**src/rtl/dm_pkg.sv**
```systemverilog
// Shared types and constants for the DM copy/fill engine.
package dm_pkg;

  localparam int unsigned DM_ADDR_W = 16;
  localparam int unsigned DM_DATA_W = 16;
  localparam int unsigned DM_LEN_W  = 11;

  localparam logic MODE_COPY = 1'b0;
  localparam logic MODE_FILL = 1'b1;

  typedef enum logic [1:0] {
    IDLE  = 2'd0,
    READ  = 2'd1,
    WRITE = 2'd2,
    DONE  = 2'd3
  } dm_copy_state_t;

endpackage

```
**src/rtl/dm_copy_engine_if.sv**
```systemverilog
// Request/status and DM-port bundle for the copy engine.
interface dm_copy_engine_if
  import dm_pkg::*;
#(
  parameter int unsigned ADDR_W = DM_ADDR_W,
  parameter int unsigned DATA_W = DM_DATA_W,
  parameter int unsigned LEN_W  = DM_LEN_W
);

  // Request side
  logic              start;
  logic              mode;
  logic [ADDR_W-1:0] src_addr;
  logic [ADDR_W-1:0] dst_addr;
  logic [LEN_W-1:0]  len;
  logic [DATA_W-1:0] fill_data;
  logic              busy;
  logic              done;

  // DM port
  logic [ADDR_W-1:0] dm_addr;
  logic              dm_re;
  logic              dm_we;
  logic [DATA_W-1:0] dm_wrt_data;
  logic [DATA_W-1:0] dm_rd_data;

  // Engine side: drives the DM port and reports status
  modport master (
    input  start, mode, src_addr, dst_addr, len, fill_data, dm_rd_data,
    output busy, done, dm_addr, dm_re, dm_we, dm_wrt_data
  );

  // Environment side: requester plus the DM itself
  modport slave (
    output start, mode, src_addr, dst_addr, len, fill_data, dm_rd_data,
    input  busy, done, dm_addr, dm_re, dm_we, dm_wrt_data
  );

endinterface

```
**src/rtl/dm_copy_engine.sv**
```systemverilog
// DM bus master that copies a block of words or fills a region with a constant.
module dm_copy_engine
  import dm_pkg::*;
#(
  parameter int unsigned ADDR_W = DM_ADDR_W,
  parameter int unsigned DATA_W = DM_DATA_W,
  parameter int unsigned LEN_W  = DM_LEN_W
) (
  input  logic              clk,
  input  logic              rst_n,
  dm_copy_engine_if.master  bus
);

  localparam logic [1:0] S_IDLE  = 2'(IDLE);
  localparam logic [1:0] S_READ  = 2'(READ);
  localparam logic [1:0] S_WRITE = 2'(WRITE);
  localparam logic [1:0] S_DONE  = 2'(DONE);

  logic [1:0]        state_q,   state_d;
  logic [ADDR_W-1:0] src_ptr_q, src_ptr_d;
  logic [ADDR_W-1:0] dst_ptr_q, dst_ptr_d;
  logic [LEN_W-1:0]  rem_q,     rem_d;
  logic [DATA_W-1:0] hold_q,    hold_d;
  logic [DATA_W-1:0] fill_q,    fill_d;
  logic              mode_q,    mode_d;

  logic              busy_q,    busy_d;
  logic              done_q,    done_d;
  logic              re_q,      re_d;
  logic              we_q,      we_d;
  logic [ADDR_W-1:0] addr_q,    addr_d;
  logic [DATA_W-1:0] wdata_q,   wdata_d;

  // Next-state, datapath and registered-output decode (outputs follow the next state)
  always_comb begin
    state_d   = state_q;
    src_ptr_d = src_ptr_q;
    dst_ptr_d = dst_ptr_q;
    rem_d     = rem_q;
    hold_d    = hold_q;
    fill_d    = fill_q;
    mode_d    = mode_q;

    case (state_q)
      S_IDLE: begin
        if (bus.start) begin
          src_ptr_d = bus.src_addr;
          dst_ptr_d = bus.dst_addr;
          rem_d     = bus.len;
          mode_d    = bus.mode;
          fill_d    = bus.fill_data;
          if (bus.len == '0) begin
            state_d = S_DONE;
          end else if (bus.mode == MODE_COPY) begin
            state_d = S_READ;
          end else begin
            state_d = S_WRITE;
          end
        end
      end
      S_READ: begin
        // DM flopped rd_data at mid-cycle; take it at the end of the read cycle
        hold_d  = bus.dm_rd_data;
        state_d = S_WRITE;
      end
      S_WRITE: begin
        src_ptr_d = src_ptr_q + ADDR_W'(1);
        dst_ptr_d = dst_ptr_q + ADDR_W'(1);
        rem_d     = rem_q - LEN_W'(1);
        if (rem_q == LEN_W'(1)) begin
          state_d = S_DONE;
        end else if (mode_q == MODE_FILL) begin
          state_d = S_WRITE;
        end else begin
          state_d = S_READ;
        end
      end
      S_DONE: begin
        state_d = S_IDLE;
      end
      default: begin
        state_d = S_IDLE;
      end
    endcase

    busy_d  = (state_d != S_IDLE);
    done_d  = (state_d == S_DONE);
    re_d    = (state_d == S_READ);
    we_d    = (state_d == S_WRITE);
    addr_d  = addr_q;
    wdata_d = wdata_q;
    if (re_d) begin
      addr_d = src_ptr_d;
    end
    if (we_d) begin
      addr_d  = dst_ptr_d;
      wdata_d = (mode_d == MODE_FILL) ? fill_d : hold_d;
    end
  end

  // State, datapath and output registers with synchronous reset
  always_ff @(posedge clk) begin
    if (!rst_n) begin
      state_q   <= S_IDLE;
      src_ptr_q <= '0;
      dst_ptr_q <= '0;
      rem_q     <= '0;
      hold_q    <= '0;
      fill_q    <= '0;
      mode_q    <= MODE_COPY;
      busy_q    <= 1'b0;
      done_q    <= 1'b0;
      re_q      <= 1'b0;
      we_q      <= 1'b0;
      addr_q    <= '0;
      wdata_q   <= '0;
    end else begin
      state_q   <= state_d;
      src_ptr_q <= src_ptr_d;
      dst_ptr_q <= dst_ptr_d;
      rem_q     <= rem_d;
      hold_q    <= hold_d;
      fill_q    <= fill_d;
      mode_q    <= mode_d;
      busy_q    <= busy_d;
      done_q    <= done_d;
      re_q      <= re_d;
      we_q      <= we_d;
      addr_q    <= addr_d;
      wdata_q   <= wdata_d;
    end
  end

  assign bus.busy        = busy_q;
  assign bus.done        = done_q;
  assign bus.dm_re       = re_q;
  assign bus.dm_we       = we_q;
  assign bus.dm_addr     = addr_q;
  assign bus.dm_wrt_data = wdata_q;

endmodule

```
**src/flat_wrapper.sv**
```systemverilog
// flat-port wrapper written by rule: the top's interface ports become plain ports
module dm_copy_engine_flat import dm_pkg::*;
#(
  parameter int unsigned ADDR_W = DM_ADDR_W,
  parameter int unsigned DATA_W = DM_DATA_W,
  parameter int unsigned LEN_W  = DM_LEN_W
)
  (clk, rst_n, bus_start, bus_mode, bus_src_addr, bus_dst_addr, bus_len, bus_fill_data, bus_dm_rd_data, bus_busy, bus_done, bus_dm_addr, bus_dm_re, bus_dm_we, bus_dm_wrt_data);
  dm_copy_engine_if #(.ADDR_W(ADDR_W), .DATA_W(DATA_W), .LEN_W(LEN_W)) bus_i ();
  input  logic clk;
  input  logic rst_n;
  input wire logic [$bits(bus_i.start)-1:0] bus_start;
  input wire logic [$bits(bus_i.mode)-1:0] bus_mode;
  input wire logic [$bits(bus_i.src_addr)-1:0] bus_src_addr;
  input wire logic [$bits(bus_i.dst_addr)-1:0] bus_dst_addr;
  input wire logic [$bits(bus_i.len)-1:0] bus_len;
  input wire logic [$bits(bus_i.fill_data)-1:0] bus_fill_data;
  input wire logic [$bits(bus_i.dm_rd_data)-1:0] bus_dm_rd_data;
  output wire logic [$bits(bus_i.busy)-1:0] bus_busy;
  output wire logic [$bits(bus_i.done)-1:0] bus_done;
  output wire logic [$bits(bus_i.dm_addr)-1:0] bus_dm_addr;
  output wire logic [$bits(bus_i.dm_re)-1:0] bus_dm_re;
  output wire logic [$bits(bus_i.dm_we)-1:0] bus_dm_we;
  output wire logic [$bits(bus_i.dm_wrt_data)-1:0] bus_dm_wrt_data;
  assign bus_i.start = bus_start;
  assign bus_i.mode = bus_mode;
  assign bus_i.src_addr = bus_src_addr;
  assign bus_i.dst_addr = bus_dst_addr;
  assign bus_i.len = bus_len;
  assign bus_i.fill_data = bus_fill_data;
  assign bus_i.dm_rd_data = bus_dm_rd_data;
  assign bus_busy = bus_i.busy;
  assign bus_done = bus_i.done;
  assign bus_dm_addr = bus_i.dm_addr;
  assign bus_dm_re = bus_i.dm_re;
  assign bus_dm_we = bus_i.dm_we;
  assign bus_dm_wrt_data = bus_i.dm_wrt_data;
  dm_copy_engine #(.ADDR_W(ADDR_W), .DATA_W(DATA_W), .LEN_W(LEN_W)) u_core (.clk(clk), .rst_n(rst_n), .bus(bus_i));
endmodule
```
**config.mk**
```make
export PLATFORM = sky130hd
export DESIGN_NAME = dm_copy_engine_flat
export DESIGN_NICKNAME = d
export VERILOG_FILES = /design/src/rtl/dm_pkg.sv /design/src/rtl/dm_copy_engine_if.sv /design/src/rtl/dm_copy_engine.sv /design/src/flat_wrapper.sv
export SDC_FILE = /design/constraint.sdc
export NUM_CORES = 1
export LEC_CHECK = 0
export ABC_AREA = 1
export BUFFER_PORTS_ARGS = -buffer_cell sky130_fd_sc_hd__buf_4
export CAP_MARGIN = 40
export CORE_ASPECT_RATIO = 0.7
export CORE_UTILIZATION = 30
export DETAILED_ROUTE_END_ITERATION = 12
export GPL_TIMING_DRIVEN = 0
export SLEW_MARGIN = 40
export SYNTH_ARGS = -nofsm -noshare
export SYNTH_HDL_FRONTEND = slang
export SYNTH_SLANG_ARGS = --single-unit
```
**constraint.sdc**
```tcl
create_clock -name clk -period 7.35 [get_ports clk]
set_clock_uncertainty 0.05 [all_clocks]
set_input_delay 0.3675 -clock clk [delete_from_list [all_inputs] [get_ports clk]]
set_output_delay 0.3675 -clock clk [all_outputs]
set_load 0.05 [all_outputs]
```
==> out/metrics.cfg <==
[sta]
hold_violations=0
slew_viol_final=0
fin_setup_tns_ps=0
setup_viol=0
fin_crit_ps=3314
rsz0062_at_grt=no
slew_headroom=0.4938
tightest_slew_ps=759.3
fin_crit_sh=0.4508
fmax_mhz=301.8

[synth]
synth_warnings=0
yosysTopAreaCell=dfxtp_1
syn-cell-area_mm2=0.006048
avgSynthCellArea_um2=6.968
synth.area.top_cells=dfxtp_1 38%, nand2_1 11%, inv_1 6.0%
synth_cell_types=44
synth_nets=956
ys_ff_latch=114
synth-async-reset-ratio=0
synth_edf_count=0
synth-main-ff-cell=dfxtp_1
syn_inst=868
yosysSeqAreaShare=0.3773
synth_top_area_frac=0.3773

[die]
die_area_mm2=0.02074
die_height_um=120.8
io_pins=115
fp-row-count=43
start_util=0.3055
coreArea_mm2=0.01980
die_w_um=171.7

[global_routing]
overflow=0
antenna_found_initial=0
grt_usage=0.2057
grt_pass1_wl_um=31680
first_global_vias=5696
grt_max_degree=17

[clock_network]
cts_tree=done
cts_root_buf=clkbuf_16
clk_latency_ps=420
postCtsSetupRepairBufs=0
cts_hold_buf=0
clockBufferDepth=2
cts_resized=0
cts.sinks=114
ctsHtreeMaxLevel=4
clk_pin_slew_ps=60
cts_made_buffers=17

[worst_hold_path]
hold_path_class=in -> reg

[routing]
post_drt_wl_per_cell_um=16.15
drtIter0Drc=583
num_vias=6299
routed_via_density=4.910
drc=0
first_pass_iters=5
drt-total-wl_um=20730
drtAntennaViolNets=0

[run_status]
status=complete, no violations

[worst_setup_path]
cp_max_fo=10
cp.arrival_ps=3540
cp_cell_sequence=buf_6 > nor2_4 > nand2_4 > buf_2 > buf_2 > nor2_1 > a31oi_1 > nand2_1 > inv_1 > ha_1 > buf_1 > buf_1 > nand4_1 > nand2_1 > a21oi_1
worst_setup_path_start_kind=register
required_ps=7580
end_kind=register
slowest_stage=buf_1
critPathKind=reg -> reg
max_stage_delay_ps=580

[pwr]
clockPowerShare=0.365
p_int_mw=1.391
p_leak_nw=3.646
powerDensity_mw_per_mm2=277.3
switchingPower_mw=0.7700
p_seq_frac=0.344
p_comb_frac=0.291
sw_frac_of_total=0.3563
ir_drop_mv=0.1647

[placed_design]
place_hpwl_um=15420
gp_congestion=0.9572
io_buffer_count=113

[finish]
num_antenna_cells=0
fin_util=0.3936
nNetsFinal=1088
layout-drive-gt1-share=0.1777
areaGrowthSynthToFinish_pct=28.84

[flow_run]
drv_cap=0

worst paths after layout:
| check | slack, ps | start | end | depth (start not counted) |
|---|---|---|---|---|
| worst max register to register | 4040 | u_core.state_q[0]$_SDFF_PN0_ | u_core.bus.dm_addr[13]$_SDFFE_PN0P_ | 15 |
| worst min-delay path | 160 | bus_dm_rd_data[0] | u_core.hold_q[0]$_SDFF_PN0_ | 3 |
| worst max-delay path | 4040 | u_core.state_q[0]$_SDFF_PN0_ | u_core.bus.dm_addr[13]$_SDFFE_PN0P_ | 15 |
| worst min register to register | 410 | u_core.rem_q[10]$_SDFFE_PN0P_ | u_core.rem_q[10]$_SDFFE_PN0P_ | 2 |
state kept, by name, summed over array words and instances (netlist names):
register / cells
u_core.hold_q: 16
u_core.bus.dm_re: 1
u_core.fill_q: 16
u_core.bus.dm_wrt_data: 16
u_core.bus.busy: 1
u_core.bus.done: 1
u_core.state_q: 2
u_core.mode_q: 1
u_core.dst_ptr_q: 16
u_core.src_ptr_q: 16
u_core.bus.dm_addr: 16
u_core.bus.dm_we: 1
u_core.rem_q: 11
cells in the final DEF, fill, tap and decap left out, drive strengths merged:
cell type | netlist | layout
and2 | 1 | 1
a32oi | 1 | 1
buf | 21 | 134
o31ai | 1 | 1
a31oi | 7 | 7
nor3 | 11 | 11
a21o | 1 | 1
xor2 | 6 | 6
a221oi | 3 | 3
clkbuf | 23 | 45
inv | 102 | 102
a22oi | 8 | 8
clkinvlp | 0 | 2
clkinv | 1 | 8
nand4 | 5 | 5
nand2 | 174 | 174
ha | 9 | 9
o21a | 17 | 17
nor4 | 1 | 1
mux2i | 16 | 16
bufinv | 0 | 1
o221ai | 1 | 1
nand3 | 65 | 65
dfxtp | 114 | 114
o21ai | 56 | 56
a21oi | 65 | 65
o21bai | 1 | 1
a31o | 1 | 1
o211ai | 29 | 29
or2 | 33 | 33
nor2 | 94 | 94
xnor2 | 1 | 1
kinds of logic (layout without fill, tap and decap cells):
group	Yosys count	count (layout)	share of synthesized area
AO/OA/AOI/OAI	191	191	0.1903
XOR/XNOR	7	7	0.01014
adder cells (fa/ha/maj)	9	9	0.01862
buffers and inverters	147	292	0.09971
flip-flops	114	114	0.3773
multiplexers	16	16	0.02648
AND/OR/NAND/NOR	384	384	0.2774
synth_stat cells (2+ instances only):
cell type / instances
o21a_1: 17
nand3_1: 65
buf_2: 11
or2_1: 18
inv_1: 97
a21oi_1: 64
or2_2: 5
a31oi_1: 7
clkbuf_1: 23
nand2_4: 2
a221oi_2: 2
or2_0: 10
nor3_1: 11
nand2_1: 171
dfxtp_1: 114
ha_1: 9
a22oi_1: 7
xor2_1: 6
inv_2: 5
buf_1: 4
o21ai_1: 2
mux2i_1: 16
o21ai_0: 54
buf_6: 4
nand4_1: 5
nor2_1: 92
o211ai_1: 29
buf_4: 2
stage by stage:
step | area (um^2) | worst slack [ps] | instances | hold WS, ps | total power, mW
final | 7792 | 4036 | 1283 | 159.2 | 2.161
after global routing | 7792 | 3791 | 1283 | 160.6 | 2.260
after CTS | 7792 | 4071 | 1283 | 144.0 | 2.164
after detailed placement | 7234 | 4050 | 1251 | 411.0 | 1.376
after global placement | 7234 | 4076 | 1251 | 406.9 | 1.373
after floorplan | 6048 | 5004 | 868 | 395.0 | 1.164
critical path: cells and delay by family, from the launching register on:
family | cells | cell delay (ps)
buffers and inverters | 6 | 1640
AND/OR/NAND/NOR | 6 | 800
flip-flops | 1 | 320
AO/OA/AOI/OAI | 2 | 200
adder cells (fa/ha/maj) | 1 | 160
power groups by stage:
stage / registers, mW / logic [mW] / clock network (mW)
floorplan: 0.864 / 0.299 / 0
global placement: 0.754 / 0.618 / 0
detailed placement: 0.754 / 0.622 / 0
CTS: 0.743 / 0.625 / 0.796
global route: 0.752 / 0.684 / 0.824
finish: 0.744 / 0.629 / 0.788
area by class of cell:
cell class	count	area (um^2)
fillers	2166	12010
multi-input cells	607	3163
flip-flops and latches	114	2282
repair buffers	113	848.3
clock buffers	22	474.2
inverters	103	386.6
well taps	270	337.8
plain buffers	44	216.5
clock inverters	10	83.83
per-layer routing:
layer  vias to the layer above  track usage  wire [um]
met1                      2915       0.3045      10360
met5                         -            0          0
met3                        25      0.04550       1562
met4                         0      0.05525        277
li1                       3115            -          -
met2                       244       0.2945       8526
Power figures use the tool's default switching activity.
